### src/rtl/bundle_relay_if.sv
`default_nettype none
// ============================================================================
//  Module   : bundle_relay_if
//  Purpose  : Signal bundle carried between producer and consumer through the
//             elastic relay: valid/ready handshake on each side, flag, tag,
//             packed and unpacked byte-lane data, flush, occupancy and
//             high-water mark.
//  Modports : slave  - seen by the relay (consumes i_*, drives o_*/i_ready)
//             master - seen by the surrounding logic driving the relay
//  Revision : 1.0 - initial release
// ============================================================================
interface bundle_relay_if #(
    parameter int LANES  = 3,
    parameter int BYTE_W = 8,
    parameter int TAG_W  = 2,
    parameter int DEPTH  = 4
);
    localparam int CNT_W = $clog2(DEPTH) + 1;

    // producer side
    logic                          i_flush;
    logic                          i_valid;
    logic                          i_ready;
    logic                          i_flag;
    logic [TAG_W-1:0]              i_tag;
    logic [0:LANES-1][BYTE_W-1:0]  i_pdata;
    logic [BYTE_W-1:0]             i_udata [0:LANES-1];

    // consumer side
    logic                          o_valid;
    logic                          o_ready;
    logic                          o_flag;
    logic [TAG_W-1:0]              o_tag;
    logic [0:LANES-1][BYTE_W-1:0]  o_pdata;
    logic [BYTE_W-1:0]             o_udata [0:LANES-1];

    // status
    logic [CNT_W-1:0]              o_count;
    logic [CNT_W-1:0]              o_hwm;

    modport slave (
        input  i_flush, i_valid, i_flag, i_tag, i_pdata, i_udata, o_ready,
        output i_ready, o_valid, o_flag, o_tag, o_pdata, o_udata, o_count, o_hwm
    );

    modport master (
        output i_flush, i_valid, i_flag, i_tag, i_pdata, i_udata, o_ready,
        input  i_ready, o_valid, o_flag, o_tag, o_pdata, o_udata, o_count, o_hwm
    );
endinterface
`default_nettype wire

### src/rtl/bundle_relay.sv
`default_nettype none
// ============================================================================
//  Module   : bundle_relay
//  Purpose  : Elastic valid/ready relay for the flag/tag/byte-lane bundle.
//             Circular buffer of DEPTH entries with occupancy count,
//             high-water mark, synchronous flush and optional zero-latency
//             bypass when empty (PASS_THRU=1).
//  Ports    : clk  - single clock, rising edge
//             rst  - synchronous active-high reset
//             bus  - bundle_relay_if.slave (handshakes, fields, status)
//  Revision : 1.0 - initial release
// ============================================================================
module bundle_relay #(
    parameter int LANES     = 3,
    parameter int BYTE_W    = 8,
    parameter int TAG_W     = 2,
    parameter int DEPTH     = 4,
    parameter int PASS_THRU = 0
) (
    input  logic               clk,
    input  logic               rst,
    bundle_relay_if.slave      bus
);
    localparam int PTR_W = $clog2(DEPTH);
    localparam int CNT_W = PTR_W + 1;

    typedef logic [0:LANES-1][BYTE_W-1:0] lanes_t;

    // Unpacked lanes are folded into a packed vector so a beat is one word.
    typedef struct packed {
        logic             flag;
        logic [TAG_W-1:0] tag;
        lanes_t           pdata;
        lanes_t           udata;
    } beat_t;

    beat_t            mem [0:DEPTH-1];
    logic [PTR_W-1:0] wr_ptr;
    logic [PTR_W-1:0] rd_ptr;
    logic [CNT_W-1:0] count;
    logic [CNT_W-1:0] hwm;
    logic [CNT_W-1:0] count_nxt;

    beat_t in_beat;
    beat_t head_beat;
    beat_t out_beat;
    logic  empty;
    logic  full;
    logic  can_accept;
    logic  bypass;
    logic  push;
    logic  pop;
    logic  store;

    // ---------------------------------------------------------------- input
    assign in_beat.flag  = bus.i_flag;
    assign in_beat.tag   = bus.i_tag;
    assign in_beat.pdata = bus.i_pdata;

    for (genvar k = 0; k < LANES; k++) begin : g_lane
        assign in_beat.udata[k] = bus.i_udata[k];
        assign bus.o_udata[k]   = out_beat.udata[k];
    end

    // ------------------------------------------------------------ handshake
    assign empty = (count == '0);
    assign full  = (count == CNT_W'(DEPTH));

    // Acceptance looks only at registered occupancy; a pop in the same cycle
    // never frees a slot for a push while full.
    assign can_accept  = !full && !bus.i_flush && !rst;
    assign bus.i_ready = can_accept;

    assign push = bus.i_valid && can_accept;
    assign pop  = !empty && bus.o_ready;

    if (PASS_THRU != 0) begin : g_bypass
        // Beat goes straight through and is never written to storage.
        assign bypass = empty && push && bus.o_ready;
    end else begin : g_no_bypass
        assign bypass = 1'b0;
    end

    assign store = push && !bypass;

    always_comb begin
        count_nxt = count;
        if (store && !pop) begin
            count_nxt = count + CNT_W'(1);
        end else if (pop && !store) begin
            count_nxt = count - CNT_W'(1);
        end
    end

    // --------------------------------------------------------------- output
    assign head_beat = mem[rd_ptr];
    // When empty the output only matters during bypass, so the input bundle
    // is selected there; otherwise the head of the buffer is presented.
    assign out_beat  = empty ? in_beat : head_beat;

    assign bus.o_valid = !empty || bypass;
    assign bus.o_flag  = out_beat.flag;
    assign bus.o_tag   = out_beat.tag;
    assign bus.o_pdata = out_beat.pdata;
    assign bus.o_count = count;
    assign bus.o_hwm   = hwm;

    // -------------------------------------------------------------- storage
    // Payload RAM is intentionally not reset; the count gates visibility.
    always_ff @(posedge clk) begin
        if (store) begin
            mem[wr_ptr] <= in_beat;
        end
    end

    always_ff @(posedge clk) begin
        if (rst || bus.i_flush) begin
            wr_ptr <= '0;
            rd_ptr <= '0;
            count  <= '0;
            hwm    <= '0;
        end else begin
            if (store) begin
                wr_ptr <= wr_ptr + PTR_W'(1);
            end
            if (pop) begin
                rd_ptr <= rd_ptr + PTR_W'(1);
            end
            count <= count_nxt;
            if (count_nxt > hwm) begin
                hwm <= count_nxt;
            end
        end
    end
endmodule
`default_nettype wire

### src/flat_wrapper.sv
// flat-port wrapper written by rule: the top's interface ports become plain ports
module bundle_relay_flat 
#(
    parameter int LANES     = 3,
    parameter int BYTE_W    = 8,
    parameter int TAG_W     = 2,
    parameter int DEPTH     = 4,
    parameter int PASS_THRU = 0
)
  (clk, rst, bus_i_flush, bus_i_valid, bus_i_flag, bus_i_tag, bus_i_pdata, bus_i_udata, bus_o_ready, bus_i_ready, bus_o_valid, bus_o_flag, bus_o_tag, bus_o_pdata, bus_o_udata, bus_o_count, bus_o_hwm);
  bundle_relay_if #(.LANES(LANES), .BYTE_W(BYTE_W), .TAG_W(TAG_W), .DEPTH(DEPTH)) bus_i ();
  input  logic clk;
  input  logic rst;
  input wire logic [$bits(bus_i.i_flush)-1:0] bus_i_flush;
  input wire logic [$bits(bus_i.i_valid)-1:0] bus_i_valid;
  input wire logic [$bits(bus_i.i_flag)-1:0] bus_i_flag;
  input wire logic [$bits(bus_i.i_tag)-1:0] bus_i_tag;
  input wire logic [$bits(bus_i.i_pdata)-1:0] bus_i_pdata;
  input wire logic [$bits(bus_i.i_udata)-1:0] bus_i_udata;
  input wire logic [$bits(bus_i.o_ready)-1:0] bus_o_ready;
  output wire logic [$bits(bus_i.i_ready)-1:0] bus_i_ready;
  output wire logic [$bits(bus_i.o_valid)-1:0] bus_o_valid;
  output wire logic [$bits(bus_i.o_flag)-1:0] bus_o_flag;
  output wire logic [$bits(bus_i.o_tag)-1:0] bus_o_tag;
  output wire logic [$bits(bus_i.o_pdata)-1:0] bus_o_pdata;
  output wire logic [$bits(bus_i.o_udata)-1:0] bus_o_udata;
  output wire logic [$bits(bus_i.o_count)-1:0] bus_o_count;
  output wire logic [$bits(bus_i.o_hwm)-1:0] bus_o_hwm;
  assign bus_i.i_flush = bus_i_flush;
  assign bus_i.i_valid = bus_i_valid;
  assign bus_i.i_flag = bus_i_flag;
  assign bus_i.i_tag = bus_i_tag;
  assign bus_i.i_pdata = bus_i_pdata;
  assign bus_i.i_udata = {>>{bus_i_udata}};
  assign bus_i.o_ready = bus_o_ready;
  assign bus_i_ready = bus_i.i_ready;
  assign bus_o_valid = bus_i.o_valid;
  assign bus_o_flag = bus_i.o_flag;
  assign bus_o_tag = bus_i.o_tag;
  assign bus_o_pdata = bus_i.o_pdata;
  assign bus_o_udata = {>>{bus_i.o_udata}};
  assign bus_o_count = bus_i.o_count;
  assign bus_o_hwm = bus_i.o_hwm;
  bundle_relay #(.LANES(LANES), .BYTE_W(BYTE_W), .TAG_W(TAG_W), .DEPTH(DEPTH), .PASS_THRU(PASS_THRU)) u_core (.clk(clk), .rst(rst), .bus(bus_i));
endmodule
### config.mk
export PLATFORM = sky130hd
export DESIGN_NAME = bundle_relay_flat
export DESIGN_NICKNAME = d
export VERILOG_FILES = /design/src/rtl/bundle_relay_if.sv /design/src/rtl/bundle_relay.sv /design/src/flat_wrapper.sv
export SDC_FILE = /design/constraint.sdc
export NUM_CORES = 1
export LEC_CHECK = 0
export CAP_MARGIN = 20
export CORE_MARGIN = 2
export CORE_UTILIZATION = 35
export CTS_CLUSTER_SIZE = 40
export DETAILED_ROUTE_END_ITERATION = 8
export PLACE_DENSITY = 0.57
export SYNTH_ARGS = -nofsm -noshare
export SYNTH_HDL_FRONTEND = slang
export SYNTH_SLANG_ARGS = --single-unit
export TNS_END_PERCENT = 10
### constraint.sdc
create_clock -name clk -period 5.3 [get_ports clk]
set_input_delay 1.06 -clock clk [delete_from_list [all_inputs] [get_ports clk]]
set_output_delay 1.06 -clock clk [all_outputs]
set_load 0.01 [all_outputs]
; ---- Word-level counts from Yosys, hierarchy flattened
; Memories as Yosys holds them, arrays and structs flattened. A register that Yosys moved wholly into a read port is not among the register bits.
; Cells that the tools add are included.
[classes]
n_reduce_logical = 14
n_addsub = 4
n_mux = 7
n_lt_le_gt_ge = 1
eq_ne = 1
[ops]
columns = operator, count
row1 = $mux W51, 1
row2 = $logic_and A1 B1 Y1, 6
row3 = $logic_not A1 Y1, 6
row4 = $mux W3, 2
row5 = $add A2 B1 Y2 const B, 2
row6 = $mux W2, 2
row7 = $add A3 B1 Y3 const B, 1
row8 = $eq A3 B3 Y1 const B, 1
row9 = $gt A3 B3 Y1, 1
row10 = $logic_not A3 Y1, 1
row11 = $sub A3 B1 Y3 const B, 1
row12 = $mux W1, 2
row13 = $logic_or A1 B1 Y1, 1
[word_totals]
inputBits = 56
mem_bits_rw = 204
elab_cells = 32
memories = 1
register_bits = 10
output_inout_bits = 59
[mem_list]
columns = name, depth, width, read_ports, rd_clocked_by_memory_dff, write_ports, line
row1 = u_core.mem, 4, 51, 1, 1, 1, bundle_relay.sv:37  ; beat_t mem [0:DEPTH-1];

; ---- Longest topological paths before layout
[logic_depth]
ltp_word = 10
ltp_mapped = 15
mapped_depth_nobuf = 13

; ---- Least setup slack after synthesis
; No wires, ideal clock.
[synth_timing]
kind = input to register
from = input port bus_i_flush
to = memory u_core.mem[0][0] in the netlist's numbering, enable pin
setup_ps = 414
t_arrival_ps = 3028
cell_stages = 4
setup_slack_ps = 1858
required_ps = 4886
n_path_buf = 1
cell_sequence = or3b_1 -> buf_6 -> a21oi_4 -> and2_1
[synth_via]
elab_chain_len = 6
[synth_lines]
columns = item, line
row1 = from (decl), flat_wrapper.sv:14  ; input wire logic [$bits(bus_i.i_flush)-1:0] bus_i_flush;
row2 = $logic_not A1 Y1, bundle_relay.sv:71  ; assign can_accept = !full && !bus.i_flush && !rst;
row3 = $logic_and A1 B1 Y1 (2 in a row), bundle_relay.sv:71
row4 = $logic_and A1 B1 Y1, bundle_relay.sv:74  ; assign push = bus.i_valid && can_accept;
row5 = $mux W1, bundle_relay.sv:111  ; if (store) begin
row6 = $mux W1 (implied by the code), bundle_relay.sv:112  ; mem[wr_ptr] <= in_beat;
row7 = to (decl), bundle_relay.sv:37
; No other way between the ends.

; ---- Final worst setup path
[layout_timing]
from = register u_core.count[1] (netlist: u_core.bus.o_count[1])
to = output port bus_o_udata[22]
[layout_via]
elab_chain_len = 2
[layout_lines]
columns = item, line
row1 = from (decl), bundle_relay.sv:40  ; logic [CNT_W-1:0] count;
row2 = from (signal assigned), bundle_relay.sv:129  ; count <= count_nxt;
row3 = $logic_not A3 Y1, bundle_relay.sv:66  ; assign empty = (count == '0);
row4 = $mux W51, bundle_relay.sv:99  ; assign out_beat = empty ? in_beat : head_beat;
row5 = to (decl), flat_wrapper.sv:26  ; output wire logic [$bits(bus_i.o_udata)-1:0] bus_o_udata;
; No other way between the ends.

==> flow_summary.ini <==
[run_status]
outcome = complete, no violations

[drt]
first_pass_iters = 4
route.vias.total = 4275
viasPerCell = 4.89
drt-initial-drc-count = 202
drc = 0
antenna_left = 0
wirelength_um = 16700
wire_per_inst_um = 19.1

[placed_design]
dp_hpwl_um = 9840
io_buffers = 114
gp_congestion = 0.728
dp_slack_ns = 1.31

[synthesis]
syn_inst = 414
synth_compound_area_frac = 0.0177
synth_fa_ha_area_frac = 0.0143
synth_top_family_by_area = multiplexers
syn_area_mm2 = 0.00878
synth_edf_count = 204
synth_seq_area_share = 0.725
ys_ff_latch = 216
syn-mean-instance-area_um2 = 21.2
yosysWarnings = 0
yosys.area_share.simple = 0.0185
synthArstFlopShare = 0
ys.flop_type = edfxtp_1
synthMuxAreaShare = 0.199
synth_xor_xnor_area_share = 0.00499
syn_nets = 480
synth_cell_type_count = 38

[timing]
max_freq_ghz = 0.237
worst_pin_slew_ns = 0.911
fin_ws_ns = 1.08
finalHoldViolCount = 0
rsz0062_at_grt = no
min_period_over_period = 0.796
whs_ns = 0.520
skew_ns = 0.0112
fin_crit_ns = 4.22
slew-limit-headroom = 0.392
setup_viol = 0
setup-tns-final_ns = 0
final-max-slew-violation-count = 0

[finish]
final_common_cell = edfxtp_1
area_delta_synth_final_pct = 25.1
drive_above_1_share = 0.272
nets = 603
final_cell_mix = 204 x edfxtp_1, 114 x clkdlybuf4s50_1, 52 x mux2_2
fill_cells = 2072
fin_util = 0.449
antenna-diode-count = 0

[cts]
clk_path_buf_depth = 3
cts_max_level = 1
postCtsSetupRepairBufs = 0
cts_root_buf = clkbuf_16
path_clk_slew_ns = 0.06
clk-insertion-delay-late_ns = 0.49
cts.sinks = 216
ctsHoldBuffers = 0
numCtsBuffers = 23
cts_tree = done
cts.repair.resized = 0

[setup_path]
r2r_slack_ns = 1.63
critPathArrivalTime_ns = 3.16
path_cells = inv_1, ha_1, nand2b_4, mux2_2, clkdlybuf4s50_1
crit_type = flop to output pin
cp.depth = 5
cpPeakStageDelay_ns = 0.73
required_ns = 4.24
critical_path_buf_inv_count = 2
startpoint_type = flop
end_kind = output pin
r2r_start = u_core.bus.o_count[1]
crit_slowest_cell = nand2b_4
cp_max_fo = 56
crit_family = simple AND/OR/NAND/NOR gates
r2r_cells = 10
worstReg2RegEnd = u_core.bus.o_hwm[2]

[die]
coreArea_mm2 = 0.0245
fp.dieW_um = 162
start_util = 0.359
fp.dieH_um = 162
rows = 57
pin_count = 115
dieArea_mm2 = 0.0264

[grt]
grt_max_degree = 57
grtUsageTotal = 0.129
antenna_found_initial = 0
globalRouteOverflowTotal = 0
first_global_vias = 4663
grt_pass1_wl_um = 26500

[pwr]
peakVddDrop_mv = 0.142
p_per_area_mw_per_mm2 = 325
p_leak_nw = 3.39
fin_total_pwr_w = 0.00357

[run]
drv_cap = 0

[worst_hold_path]
holdCritStartpoint = u_core.rd_ptr[1]
hold_path.class = flop to flop
min_path_cells = 2
[cell type report]
type	count	area, um^2	share of cell area
clock buffers	29	598	0.0545
clock inverters	10	71.3	0.00650
well taps	324	405	0.0369
inverters	9	33.8	0.00308
flip-flops and latches	216	6370	0.580
repair buffers	121	1260	0.114
multi-input cells	166	2240	0.204
[cell families (layout without fill, tap and decap cells)]
kind of cell               count (synthesis)  count (layout)
muxes                                    104             104
adders and majority gates                 10              10
buffers and inverters                     32             169
and+or+nand+nor                           29              29
xor gates and xnor gates                   5               5
AOI/OAI and AO/OA                         18              18
DFF                                      216             216
[cell usage after synthesis, drive strengths merged, types with 2 or more instances]
master	n	area [um^2]
edfxtp	204	6130
mux2	52	586
mux4	51	1150
buf	16	123
dfxtp	12	240
ha	10	125
inv	9	33.8
nor2	9	33.8
clkbuf	7	26.3
a21oi	5	36.3
and2	4	25.0
nand2	4	15.0
nand3b	3	22.5
xnor2	3	26.3
a31oi	2	18.8
nand2b	2	12.5
nand3	2	10.0
o21ai	2	10.0
xor2	2	17.5
[worst reg2reg max path: stages (launching register included)]
cell and delay, ns:
dfxtp_1 0.45, inv_1 0.16, ha_1 0.36, nand2b_4 0.73, nand2_1 0.24, xnor2_1 0.19, xnor2_1 0.35, ha_1 0.32
a32oi_1 0.46, mux2i_1 0.24, nor2_1 0.05
[flip-flops by register name, indices dropped and copies added (netlist names), named ones only]
register,cells
u_core.wr_ptr,2
u_core.bus.o_count,3
u_core.bus.o_hwm,3
u_core.mem,204
u_core.rd_ptr,2
[metrics by stage]
step	std cells	cell area, um^2
2_1_floorplan	414	8780
3_3_place_gp	836	10300
3_5_place_dp	836	10300
4_1_cts	875	11000
5_1_grt	875	11000
6_report	875	11000
[routing by layer]
| metal | global-route usage | up-vias | routed length (um) |
|---|---|---|---|
| met1 | 0.176 | 2214 | 7480 |
| met3 | 0.0285 | 19 | 822 |
| li1 | - | 1945 | - |
| met5 | 0 | - | 0 |
| met4 | 0.0314 | 0 | 258 |
| met2 | 0.213 | 97 | 8120 |
[report_power, final]
group	internal, W	switching, W
logic	0.000146	0.000107
clock network	0.000839	0.000591
registers	0.00188	0.00000621
total	0.00287	0.000704
[how the worst max path moves through the flow]
stage                           to                   from
2_1_floorplan     u_core.mem[0][0]            bus_i_flush
3_3_place_gp   u_core.bus.o_hwm[2]            bus_i_valid
3_5_place_dp   u_core.bus.o_hwm[2]            bus_i_valid
4_1_cts            bus_o_udata[22]  u_core.bus.o_count[1]
5_1_grt            bus_o_udata[22]  u_core.bus.o_count[1]
6_report           bus_o_udata[22]  u_core.bus.o_count[1]
(Power assumes the default switching activity.)
